File: config.mk
export PLATFORM = sky130hd
export DESIGN_NAME = instruction_loader
export DESIGN_NICKNAME = d
export VERILOG_FILES = /design/src/rtl/instruction_loader.sv
export SDC_FILE = /design/constraint.sdc
export NUM_CORES = 1
export LEC_CHECK = 0
export ABC_AREA = 1
export CELL_PAD_IN_SITES_DETAIL_PLACEMENT = 1
export CELL_PAD_IN_SITES_GLOBAL_PLACEMENT = 2
export CORE_ASPECT_RATIO = 1.75
export CORE_UTILIZATION = 30
export CTS_CLUSTER_SIZE = 24
export DETAILED_ROUTE_END_ITERATION = 8
export GPL_TIMING_DRIVEN = 0
export PLACE_DENSITY = 0.81
export SLEW_MARGIN = 10
export SYNTH_ARGS = -nofsm -noshare
export SYNTH_HDL_FRONTEND = slang
export SYNTH_SLANG_ARGS = --single-unit
export TNS_END_PERCENT = 30
File: constraint.sdc
create_clock -name clk -period 1.9 [get_ports clk]
set_clock_uncertainty 0.15 [all_clocks]
set_input_delay 0.475 -clock clk [delete_from_list [all_inputs] [get_ports clk]]
set_output_delay 0.475 -clock clk [all_outputs]
set_load 0.02 [all_outputs]
File: src/rtl/instruction_loader.sv
// Byte-stream boot loader: parses SYNC/ADDR/LEN/payload/CSUM frames and
// issues one registered byte write per payload byte to the instruction memory.
module instruction_loader #(
    parameter logic [7:0] SYNC_BYTE = 8'hA5,
    parameter int         MEM_BYTES = 256
) (
    input  logic        clk,
    input  logic        reset,
    input  logic [7:0]  in_data,
    input  logic        in_valid,
    output logic        in_ready,
    output logic        mem_write_enable,
    output logic [31:0] mem_address,
    output logic [7:0]  mem_write_data,
    output logic        cpu_hold,
    output logic        load_done,
    output logic        load_error
);

    localparam int AW = $clog2(MEM_BYTES);

    typedef enum logic [2:0] {
        S_IDLE,
        S_ADDR,
        S_LEN,
        S_DATA,
        S_CSUM,
        S_FINISH
    } state_t;

    state_t        state_q, state_d;
    logic          in_ready_q, in_ready_d;
    logic [AW-1:0] addr_q, addr_d;
    logic [8:0]    remain_q, remain_d;
    logic [7:0]    sum_q, sum_d;
    logic          we_q, we_d;
    logic [AW-1:0] mem_addr_q, mem_addr_d;
    logic [7:0]    wdata_q, wdata_d;
    logic          hold_q, hold_d;
    logic          done_q, done_d;
    logic          err_q, err_d;
    logic          accept;

    // Handshake: a byte moves only when in_valid && in_ready are both high
    // on a rising edge; in_ready is a flop, so it never depends on in_valid.
    assign accept = in_valid && in_ready_q;

    always_comb begin
        state_d    = state_q;
        addr_d     = addr_q;
        remain_d   = remain_q;
        sum_d      = sum_q;
        we_d       = 1'b0;
        mem_addr_d = mem_addr_q;
        wdata_d    = wdata_q;
        hold_d     = hold_q;
        done_d     = 1'b0;
        err_d      = err_q;

        case (state_q)
            S_IDLE: begin
                if (accept && in_data == SYNC_BYTE) begin
                    state_d = S_ADDR;
                    hold_d  = 1'b1;
                    err_d   = 1'b0;
                end
            end
            S_ADDR: begin
                if (accept) begin
                    addr_d  = AW'(in_data);
                    sum_d   = in_data;
                    state_d = S_LEN;
                end
            end
            S_LEN: begin
                if (accept) begin
                    remain_d = (in_data == 8'd0) ? 9'd256 : {1'b0, in_data};
                    sum_d    = sum_q + in_data;
                    state_d  = S_DATA;
                end
            end
            S_DATA: begin
                if (accept) begin
                    sum_d      = sum_q + in_data;
                    we_d       = 1'b1;
                    mem_addr_d = addr_q;
                    wdata_d    = in_data;
                    addr_d     = addr_q + 1'b1;
                    remain_d   = remain_q - 9'd1;
                    if (remain_q == 9'd1) begin
                        state_d = S_CSUM;
                    end
                end
            end
            S_CSUM: begin
                if (accept) begin
                    sum_d   = sum_q + in_data;
                    state_d = S_FINISH;
                end
            end
            S_FINISH: begin
                if (sum_q == 8'd0) begin
                    done_d = 1'b1;
                end else begin
                    err_d = 1'b1;
                end
                hold_d  = 1'b0;
                state_d = S_IDLE;
            end
            default: begin
                state_d = S_IDLE;
                hold_d  = 1'b0;
            end
        endcase

        in_ready_d = (state_d != S_FINISH);
    end

    always_ff @(posedge clk or posedge reset) begin
        if (reset) begin
            state_q    <= S_IDLE;
            in_ready_q <= 1'b0;
            addr_q     <= '0;
            remain_q   <= '0;
            sum_q      <= '0;
            we_q       <= 1'b0;
            mem_addr_q <= '0;
            wdata_q    <= '0;
            hold_q     <= 1'b0;
            done_q     <= 1'b0;
            err_q      <= 1'b0;
        end else begin
            state_q    <= state_d;
            in_ready_q <= in_ready_d;
            addr_q     <= addr_d;
            remain_q   <= remain_d;
            sum_q      <= sum_d;
            we_q       <= we_d;
            mem_addr_q <= mem_addr_d;
            wdata_q    <= wdata_d;
            hold_q     <= hold_d;
            done_q     <= done_d;
            err_q      <= err_d;
        end
    end

    assign in_ready         = in_ready_q;
    assign mem_write_enable = we_q;
    assign mem_address      = {{(32 - AW){1'b0}}, mem_addr_q};
    assign mem_write_data   = wdata_q;
    assign cpu_hold         = hold_q;
    assign load_done        = done_q;
    assign load_error       = err_q;

endmodule

After elaboration in Yosys (flattened, before gate mapping)
Index checks and enable logic that the tools add are counted.
Widths: inputs -> output; s select.

word-level totals
  bits in registers = 49
  output and inout bits = 45
  bits of input ports = 11

cells by class
  equality and inequality tests = 14
  reductions and logical operators = 17
  bitwise operators = 1
  muxes and demuxes = 25
  add/sub/neg operators = 3

operators with widths
  kind                 count
  $pmux 8 s2           2
  $mux 9               3
  $mux 8               3
  $mux 3               6
  $pmux 9 s2           1
  $logic_not 8->1      2
  $pmux 3 s5           1
  $reduce_and 3->1     4
  $ne 2x2->1 const B   5
  $eq 9x1->1 const B   1
  $sub 9x1->9 const B  1
  $add 8x1->8 const B  1
  $add 8x8->8          1
  $eq 8x8->1 const B   1
  $reduce_bool 2->1    4
  $mux 1               7
  $eq 3x2->1 const B   2
  $eq 3x3->1 const B   2
  $pmux 1 s2           2
  $reduce_and 2->1     2
  $reduce_or 4->1      1
  $eq 3x1->1 const B   1
  $logic_not 3->1      1
  $ne 3x3->1 const B   1
  other kinds (4)      5

Depth between registers and ports, before layout
Gate-level depths: netlist of run 1.

  depth after elaboration = 5
  depth in mapped cells = 11
  depth with buffers taken out = 11

Worst setup path before layout of run 1
Ideal clock, no wire load.

  path kind = input to register
  start point = in in_data[0]
  end point = reg sum_q[4]
  slack = 0.078 ns
  buffers on the path = 0
  arrival time = 1.548 ns
  stages on the path = 8
  required time = 1.626 ns
  cells stage by stage = ha_1 > inv_1 > fa_1 > inv_1 > nand3_1 > and3_1 > o21ai_0 > a21oi_1

on the way
  longest elaborated chain between the ends = 3

RTL lines
  element               line        RTL
  start, declared       9           input logic [7:0] in_data,
  $add 8x8->8           78, 84, 97
  $mux 8                76, 83, 96
  $pmux 8 s2            60          case (state_q)
  end signal, assigned  137         sum_q <= sum_d;
  end, declared         35          logic [7:0] sum_q, sum_d;

No other way between the ends. The select of a mux whose other input is x is not followed.
A chain may end at the register's enable or synchronous reset.

Worst setup path after layout of run 1
  start point = reg err_q (netlist: load_error)
  end point = out load_error

RTL lines
  element                 line  RTL
  start, declared         41    logic err_q, err_d;
  start signal, assigned  143   err_q <= err_d;
  end, declared           17    output logic load_error

No word-level cell between the ends.

==> qor.yml, run 1 <==
p_int_mw: 3.16
yosysWarningCount: 0
wl_per_cell_um: 15.6
synthAdderAreaFrac: 0.0490
grt_pass1_wl_um: 14800
crit_slowest_cell: "clkdlybuf4s50_1"
finalSetupViolCount: 0
start_util: 0.311
gr-total-overflow: 0
rows: 47
hold_start: "load_error"
cts-root-buf: "clkbuf_16"
grt_max_degree: 33
status: "finished, final reports clean"
hold_end: "load_error"
gp_congestion: 0.824
hp-class: "register to register"
muxShareOfSynthArea: 0
p_total_mw: 5.80
cts_hold_buf: 0
synth_top_family_by_area: "simple AND/OR/NAND/NOR gates"
drt_drc_violations_left: 0
die_w_um: 77.1
final_common_cell: "nand2_1"
fin_crit_sh: 0.984
tns_ns: 0
hold_viol_final: 0
setup_slack_ns: 0.0299
final_util: 0.398
num_vias: 2698
slew_viol_final: 0
clock_latency_ns: 0.29
ys_seq_elements: 49
final_layout_size_suffix_gt1_frac: 0.165
ir_drop_mv: 0.508
synth_xor_area_frac: 0.00886
dpl.hpwl_um: 6960
path_buf_inv: 1
critPathTopFamily: "buffers and inverters"
core_area_sq_mm: 0.00953
worstPathRequired_ns: 1.27
r2r_setup_slack_ns: 0.11
r2r-start: "sum_q[0]"
p_switching_mw: 2.64
cts.htree.levels: 2
period_needed_ns: 1.87
fin_nets: 469
dpl_worst_slack_ns: -0.732
grt_pass1_vias: 2885
cp-end-kind: "primary output"
dieArea_sq_mm: 0.0103
whs_path_depth: 2
syn_to_final_growth_pct: 27.9
synth-seq-area-share: 0.414
fin_cells: 570
max_freq_ghz: 0.535
rr_worst_depth: 8
clk_pin_slew_ns: 0.07
syn_area_per_cell_sq_um: 7.72
numPlacedInstances: 561
cts_tree: "built"
synth-simple-area-share: 0.229
path_cells: "clkdlybuf4s50_1"
p_per_area_mw_per_mm2: 1530
ant_nets: 0
cap_violations: 0
n_antenna_cell: 0
power_frac_seq: 0.325
startpoint_type: "register"
ioPinCount: 56
synth_compound_area_frac: 0.151
worst-setup-path-type: "register to primary output"
ys_types: 38
cts_sinks: 49
crit_fanout: 2
drtIter0Drc: 97
port-buffer-count: 31
r2r-end: "sum_q[4]"
antenna_found_initial: 0
arrival_ns: 1.25
die-height_um: 133
p_clk_frac: 0.157
cts_buffers: 5
dr.pass1.iters: 6
final_cell_mix: "80 x nand2_1, 48 x dfrtp_1, 47 x inv_1"
synthCells: 384
vias_per_cell: 4.73
p_leak_nw: 1.96
syn_area_sq_mm: 0.00296
fillers: 1169
switching_share: 0.455
max_stage_delay_ns: 0.61
wl_um: 8890
comb_power_share: 0.518
grt.total_usage: 0.187
cts.path.max_buffers: 2
cell usage after synthesis (all sizes together):
cell | instances | area [sq um]
buf | 31 | 221
nor2 | 28 | 125
a31oi | 4 | 25.0
a22oi | 3 | 22.5
o211ai | 6 | 45.0
o21a | 2 | 15.0
o21bai | 1 | 7.51
a21oi | 19 | 95.1
fa | 1 | 20.0
nand4 | 7 | 43.8
ha | 10 | 125
nand3b | 2 | 15.0
xor2 | 2 | 17.5
a21o | 1 | 7.51
nand2 | 82 | 310
o31ai | 1 | 7.51
dfrtp | 49 | 1230
xnor2 | 1 | 8.76
conb | 1 | 3.75
nor4 | 1 | 6.26
nor3b | 1 | 7.51
nor3 | 5 | 30.0
and3 | 1 | 6.26
inv | 57 | 214
o21ai | 41 | 216
o22ai | 1 | 6.26
nand3 | 22 | 110
or2 | 3 | 18.8
and2 | 1 | 6.26
what timing repair did:
action / 4_1_cts / 5_1_grt
setup endpoints to repair: 28 / 24
resized for setup: 29 / 19
pin swaps: 0 / 2
setup buffers: 0 / 1
routing by layer:
metal,vias to the layer above,track usage,share of wire
met3,6,0.0212,0.022
met1,1320,0.191,0.37
li1,1331,-,-
met2,41,0.378,0.59
met4,0,0.0618,0.014
met5,-,0,0
logic make-up (layout without fill, tap and decap cells):
family / after synthesis / count (layout)
AO/OA/AOI/OAI: 79 / 79
XOR/XNOR: 3 / 3
adder cells (fa/ha/maj): 11 / 11
buffers and inverters: 88 / 129
flip-flops: 49 / 49
other: 1 / 24
AND/OR/NAND/NOR: 153 / 153
through the flow:
step	hold slack, ns	cell area [sq um]
after floorplan	0.301	3050
after global placement	0.311	3510
after CTS	0.329	3750
after detailed placement	0.313	3530
final	0.325	3790
after global routing	0.353	3790
cell type report:
cell class,instances,area [sq um],share of cell area
Multi-Input combinational cell,270,1490,0.393
Sequential cell,49,1230,0.324
Timing Repair Buffer,33,339,0.0894
Buffer,31,221,0.0584
Inverter,57,219,0.0578
Tap cell,122,153,0.0403
Clock buffer,6,129,0.0340
Clock inverter,2,13.8,0.00363
sequential cells by signal, summed over array words and instances, names as in the netlist:
signal	cells
addr_q	8
cpu_hold	1
in_ready	1
load_done	1
load_error	1
mem_addr_q	8
mem_write_data	8
mem_write_enable	1
remain_q	9
state_q	3
sum_q	8
worst max path at each step:
stage	startpoint	endpoint	slack, ns	depth (start not counted)
2_1_floorplan	in_data[0]	sum_q[4]	0.08	8
3_3_place_gp	reset	sum_q[3]	-1.01	2
3_5_place_dp	in_data[0]	sum_q[4]	-0.73	9
4_1_cts	mem_write_data[3]	mem_write_data[3]	0.008	1
5_1_grt	in_data[0]	sum_q[6]	-0.002	11
6_report	load_error	load_error	0.03	1
power by group through the flow:
stage	logic (mW)	clock network, mW	registers (mW)
floorplan	1.82	0	1.97
global placement	2.87	0	1.84
detailed placement	2.95	0	1.87
CTS	3.03	0.936	1.87
global route	3.40	0.971	1.95
finish	3.01	0.908	1.89
Power figures use the tool's default switching activity.
==> run 2: changes to the inputs <==
--- a/config.mk
+++ b/config.mk
@@ -9,11 +9,11 @@
 export CELL_PAD_IN_SITES_DETAIL_PLACEMENT = 1
 export CELL_PAD_IN_SITES_GLOBAL_PLACEMENT = 2
 export CORE_ASPECT_RATIO = 1.75
-export CORE_UTILIZATION = 30
+export CORE_UTILIZATION = 27
 export CTS_CLUSTER_SIZE = 24
 export DETAILED_ROUTE_END_ITERATION = 8
 export GPL_TIMING_DRIVEN = 0
-export PLACE_DENSITY = 0.81
+export PLACE_DENSITY = 0.77
 export SLEW_MARGIN = 10
 export SYNTH_ARGS = -nofsm -noshare
 export SYNTH_HDL_FRONTEND = slang
==> constraint.sdc (replaced) <==
create_clock -name clk -period 1.67 [get_ports clk]
set_clock_uncertainty 0.15 [all_clocks]
set_input_delay 0.4175 -clock clk [delete_from_list [all_inputs] [get_ports clk]]
set_output_delay 0.4175 -clock clk [all_outputs]
set_load 0.02 [all_outputs]
==> qor.yml, run 2 (synthesis results as in run 1) <==
status: "finished with violations"
failed_checks: "negative setup slack"
cts_tree: "built"
cts.path.max_buffers: 2  # unchanged
vias_per_cell: 4.68  # -1.2%
hold_slack_ns: 0.269  # -0.0564 ns
start_util: 0.277  # -0.0341
path_cells: "ha_4 -> inv_2 -> fa_2 -> buf_4 -> xnor2_1 -> o211ai_1 -> o21ai_1"
slew_viol_final: 0  # unchanged
seq_area_sq_mm: 0.00123  # +0.10%
dr.pass1.iters: 4  # -2
wl_per_cell_um: 15.4  # -0.98%
crit_slowest_cell: "dfrtp_1"
worstPathRequired_ns: 1.70  # +0.43 ns
ir_drop_mv: 0.601  # +18%
regMostFlops: "remain_q"
core_area_sq_mm: 0.0107  # +12%
num_vias: 2783  # +3.2%
final_cell_mix: "69 x nand2_1, 47 x dfrtp_1, 43 x inv_1, 43 x buf_4, 24 x conb_1"
dieArea_sq_mm: 0.0114  # +11%
fin_crit_sh: 1.04
startpoint_type: "register"
largest_reg_flops: 9  # unchanged
port-buffer-count: 31  # unchanged
cts-root-buf: "clkbuf_16"
worst-setup-path-type: "register to register"
cts_buffers: 5  # unchanged
p_total_mw: 7.22  # +24%
multi_input_area_sq_mm: 0.00164  # +10%
antenna_found_initial: 0  # unchanged
slew_headroom: 0.268
final_common_cell: "nand2_1"
clock_latency_ns: 0.29  # about the same
drt_drc_violations_left: 0  # unchanged
p_per_area_mw_per_mm2: 1740  # +14%
setup_slack_ns: -0.0712  # -0.101 ns
die-height_um: 141  # +5.3%
grt_pass1_wl_um: 14500  # -2.1%
hp-class: "primary input to asynchronous set/reset pin"
syn_to_final_growth_pct: 39.8
r2r-end: "sum_q[2]"
dpl.hpwl_um: 6930  # -0.55%
hold_viol_final: 0  # unchanged
p_leak_nw: 2.03  # +3.5%
r2r_setup_slack_ns: -0.07  # -0.18 ns
n_antenna_cell: 0  # unchanged
gp_congestion: 0.793  # -3.8%
grt_pass1_vias: 2921  # +1.2%
fillers: 1283  # +9.8%
cts_hold_buf: 0  # unchanged
finalSetupViolCount: 4  # +4
ant_nets: 0  # unchanged
grt_max_degree: 50  # +52%
rows: 50  # +6.4%
max_stage_delay_ns: 0.40  # -0.21 ns
arrival_ns: 1.77  # +0.52 ns
final_layout_size_suffix_gt1_frac: 0.277  # +0.112
cts.htree.levels: 2  # unchanged
cap_violations: 0  # unchanged
drtIter0Drc: 149  # +54%
rsz0062_at_grt: "true"
grt.total_usage: 0.169  # -0.0175
r2r-start: "sum_q[0]"
period_needed_ns: 1.74
startpoint: "sum_q[0]"
wl_um: 9190  # +3.4%
crit_fanout: 2  # unchanged
clk_pin_slew_ns: 0.07  # about the same
fin_nets: 487  # +3.8%
ioPinCount: 56  # unchanged
worst_slew_pin_slew_ns: 1.10
max_freq_ghz: 0.574
die_w_um: 81.2  # +5.3%
rr_worst_depth: 7  # -1
gr-total-overflow: 0  # unchanged
cts_sinks: 49  # unchanged
cp-end-kind: "register"
[run 2: worst max path at each step]
stage | to | slack [ns] | depth (start not counted)
2_1_floorplan | sum_q[4] | -0.04 | 8
3_3_place_gp | addr_q[2] | -0.89 | 8
3_5_place_dp | addr_q[2] | -0.87 | 8
4_1_cts | sum_q[6] | -0.06 | 10
5_1_grt | sum_q[6] | -0.14 | 9
6_report | sum_q[2] | -0.07 | 7
[run 2: cell type report]
cell class                 count  share of cell area
buffer                        31              0.0625
inverter                      57              0.0573
sequential                    49               0.296
tap                          130              0.0392
timing repair buffer          51               0.113
multi-input combinational    270               0.397
clock buffer                   6              0.0335
clock inverter                 1             0.00181
[run 2: through the flow]
step / area (sq um) / cells / util / setup slack (ns) / TNS [ns]
floorplan: 3060 / 407 / - / -0.0412 / -0.0463
global route: 4150 / 595 / 0.387 / -0.143 / -1.65
CTS: 3840 / 579 / 0.359 / -0.0577 / -0.165
detailed placement: 3530 / 568 / 0.330 / -0.875 / -35.03
finish: 4150 / 595 / 0.387 / -0.0712 / -0.119
global placement: 3530 / 568 / 0.330 / -0.895 / -34.36
[run 2: worst max-delay path: cells and delay by family (launching register included)]
family | cells | cell delay (ns)
fa+ha+maj | 2 | 0.51
flops | 1 | 0.40
compound gates | 2 | 0.26
buf+inv | 2 | 0.19
xor+xnor | 1 | 0.13
[run 2: timing repair]
item                                    CTS  global route
gates resized for setup                  73            55
setup buffers                             4            14
endpoints found under the setup margin   66            43
cloned                                    0             2
pin swaps                                 7            15
[run 2: power breakdown]
group / switching (mW) / internal, mW
Clock: 0.460 / 0.589
Sequential: 0.441 / 1.71
Combinational: 2.36 / 1.66
Total: 3.26 / 3.96
[run 2: per-layer routing]
layer,part of all wire,wire (um),track usage,up-vias
met5,0,0,0,-
met4,0.034,313,0.0695,0
met3,0.020,184,0.0181,15
met2,0.58,5360,0.328,43
met1,0.36,3340,0.176,1356
li1,-,-,-,1369
==> run 3: changes to the inputs <==
--- a/config.mk
+++ b/config.mk
@@ -6,14 +6,13 @@
 export NUM_CORES = 1
 export LEC_CHECK = 0
 export ABC_AREA = 1
-export CELL_PAD_IN_SITES_DETAIL_PLACEMENT = 1
-export CELL_PAD_IN_SITES_GLOBAL_PLACEMENT = 2
 export CORE_ASPECT_RATIO = 1.75
-export CORE_UTILIZATION = 27
+export CORE_UTILIZATION = 30
 export CTS_CLUSTER_SIZE = 24
 export DETAILED_ROUTE_END_ITERATION = 8
+export GPL_ROUTABILITY_DRIVEN = 0
 export GPL_TIMING_DRIVEN = 0
-export PLACE_DENSITY = 0.77
+export PLACE_DENSITY = 0.54
 export SLEW_MARGIN = 10
 export SYNTH_ARGS = -nofsm -noshare
 export SYNTH_HDL_FRONTEND = slang
==> qor.yml, run 3 (synthesis results as in run 1) <==
fin_cells: 582  # -2.2%
numPlacedInstances: 560  # -1.4%
hp-class: "register to register"
final_layout_size_suffix_gt1_frac: 0.257  # -0.0209
r2r-start: "sum_q[0]"
p_int_mw: 4.03  # +1.8%
final_common_cell: "nand2_1"
drt_drc_violations_left: 0  # unchanged
power_frac_seq: 0.298  # about the same
cap_violations: 0  # unchanged
hold_viol_final: 0  # unchanged
worst-setup-path-type: "primary input to register"
regMostFlops: "remain_q"
worst_slew_pin_slew_ns: 0.508  # -0.588 ns
final_area_sq_mm: 0.00411  # -0.85%
dpl.hpwl_um: 6100  # -12%
num_vias: 2764  # -0.68%
die-height_um: 133  # -5.1%
rsz0062_at_grt: "true"
switching_share: 0.442  # -0.00923
slew_headroom: 0.661  # +0.393
dr.pass1.iters: 4  # unchanged
dieArea_sq_mm: 0.0103  # -9.8%
cts.htree.levels: 2  # unchanged
antenna_found_initial: 0  # unchanged
p_leak_nw: 2.01  # -1.2%
grt_max_degree: 50  # unchanged
cts.path.max_buffers: 2  # unchanged
p_switching_mw: 3.20  # -1.9%
vias_per_cell: 4.75  # +1.5%
startpoint_type: "primary input"
ant_nets: 0  # unchanged
period_needed_ns: 1.73  # -0.00673 ns
n_antenna_cell: 0  # unchanged
clock_latency_ns: 0.30  # about the same
setup_slack_ns: -0.0644  # +0.00673 ns
cp-end-kind: "register"
path_cells: "clkdlybuf4s18_2 -> ha_4 -> inv_2 -> fa_2 -> inv_2 -> nand3_2 -> and3_4 -> o21ai_4 -> a21oi_2"
worstPathRequired_ns: 1.70  # about the same
cts_tree: "built"
p_per_area_mw_per_mm2: 1760  # +1.0%
ir_drop_mv: 0.835  # +39%
hold_start: "mem_addr_q[1]"
fin_nets: 481  # -1.2%
max_stage_delay_ns: 0.35  # -0.05 ns
hold_end: "mem_addr_q[1]"
wl_um: 8460  # -8.0%
whs_path_depth: 2
core_area_sq_mm: 0.00953  # -11%
final_cell_mix: "76 x nand2_1, 46 x dfrtp_1, 43 x inv_1"
max_freq_ghz: 0.577  # +0.39%
tns_ns: -0.0955  # +0.0238 ns
cpMostUsedCell: "inv_2"
comb_power_share: 0.537  # -0.020
syn_to_final_growth_pct: 38.7
failed_checks: "negative setup slack"
cts_hold_buf: 0  # unchanged
r2r-end: "sum_q[4]"
cts-root-buf: "clkbuf_16"
postPlaceCellArea_sq_mm: 0.00352  # -0.28%
crit_slowest_cell: "fa_2"
grt.total_usage: 0.165  # -0.00473
rows: 47  # -6.0%
status: "finished with violations"
finalSetupViolCount: 3  # -1
slew_viol_final: 0  # unchanged
ioPinCount: 56  # unchanged
clk_pin_slew_ns: 0.07  # about the same
cts_buffers: 5  # unchanged
cts_sinks: 49  # unchanged
gr-total-overflow: 0  # unchanged
wl_per_cell_um: 14.5  # -5.9%
port-buffer-count: 31  # unchanged
rr_worst_depth: 8  # +1
grt_pass1_wl_um: 13100  # -9.9%
largest_reg_flops: 9  # unchanged
fin_crit_sh: 1.04  # -0.00403
drtIter0Drc: 168  # +13%
crit_fanout: 5  # +3
arrival_ns: 1.77  # about the same
start_util: 0.311  # +0.0341
die_w_um: 77.1  # -5.0%
p_clk_frac: 0.165  # +0.020
grt_pass1_vias: 2697  # -7.7%
r2r_setup_slack_ns: -0.06  # about the same
[run 3: worst max path at each step]
stage,start,to,slack [ns],depth (start not counted)
after floorplan,in_data[0],sum_q[4],-0.04,8
after global placement,in_data[0],sum_q[4],-0.82,9
after detailed placement,in_data[0],sum_q[4],-0.82,9
after CTS,sum_q[0],sum_q[4],-0.06,8
after global routing,sum_q[0],sum_q[4],-0.13,8
final,in_data[0],sum_q[4],-0.06,9
[run 3: power groups by stage]
stage / registers (mW) / logic (mW) / clock network, mW
after detailed placement: 2.12 / 3.27 / 0
after CTS: 2.13 / 3.39 / 1.21
after global placement: 2.11 / 3.21 / 0
final: 2.15 / 3.88 / 1.19
after floorplan: 2.24 / 2.08 / 0
after global routing: 2.23 / 4.29 / 1.25
[run 3: repair_timing]
item,4_1_cts,5_1_grt
buffers inserted,4,7
endpoints found under the setup margin,63,40
gates resized for setup,70,44
gates cloned,0,2
pin swaps,4,11
[run 3: metrics by stage]
stage          setup WS (ns)  total power [mW]  utilization  hold slack, ns
2_1_floorplan        -0.0412              4.32            -           0.301
3_3_place_gp          -0.824              5.31        0.369           0.313
3_5_place_dp          -0.819              5.39        0.369           0.318
4_1_cts              -0.0586              6.73        0.403           0.325
5_1_grt               -0.129              7.77        0.431           0.343
6_report             -0.0644              7.23        0.431           0.323
[run 3: routing by layer]
| layer | track usage | wire length (um) | vias up |
|---|---|---|---|
| met5 | 0 | 0 | - |
| met4 | 0.0996 | 381 | 0 |
| met3 | 0.0205 | 223 | 21 |
| met2 | 0.314 | 4850 | 66 |
| met1 | 0.165 | 3010 | 1322 |
| li1 | - | - | 1355 |
[run 3: area by class of cell]
| type | instances | area [sq um] |
|---|---|---|
| fill | 996 | 5420 |
| multi-input combinational | 270 | 1630 |
| sequential | 49 | 1230 |
| timing repair buffer | 45 | 438 |
| buffer | 31 | 259 |
| inverter | 57 | 235 |
| tap | 122 | 153 |
| clock buffer | 5 | 125 |
| clock inverter | 3 | 43.8 |
[run 3: worst max-delay path, delay by kind of cell]
family          cells  cell delay [ns]
simple gates        2             0.25
fa+ha+maj           2             0.53
compound gates      2             0.20
buf+inv             3             0.37
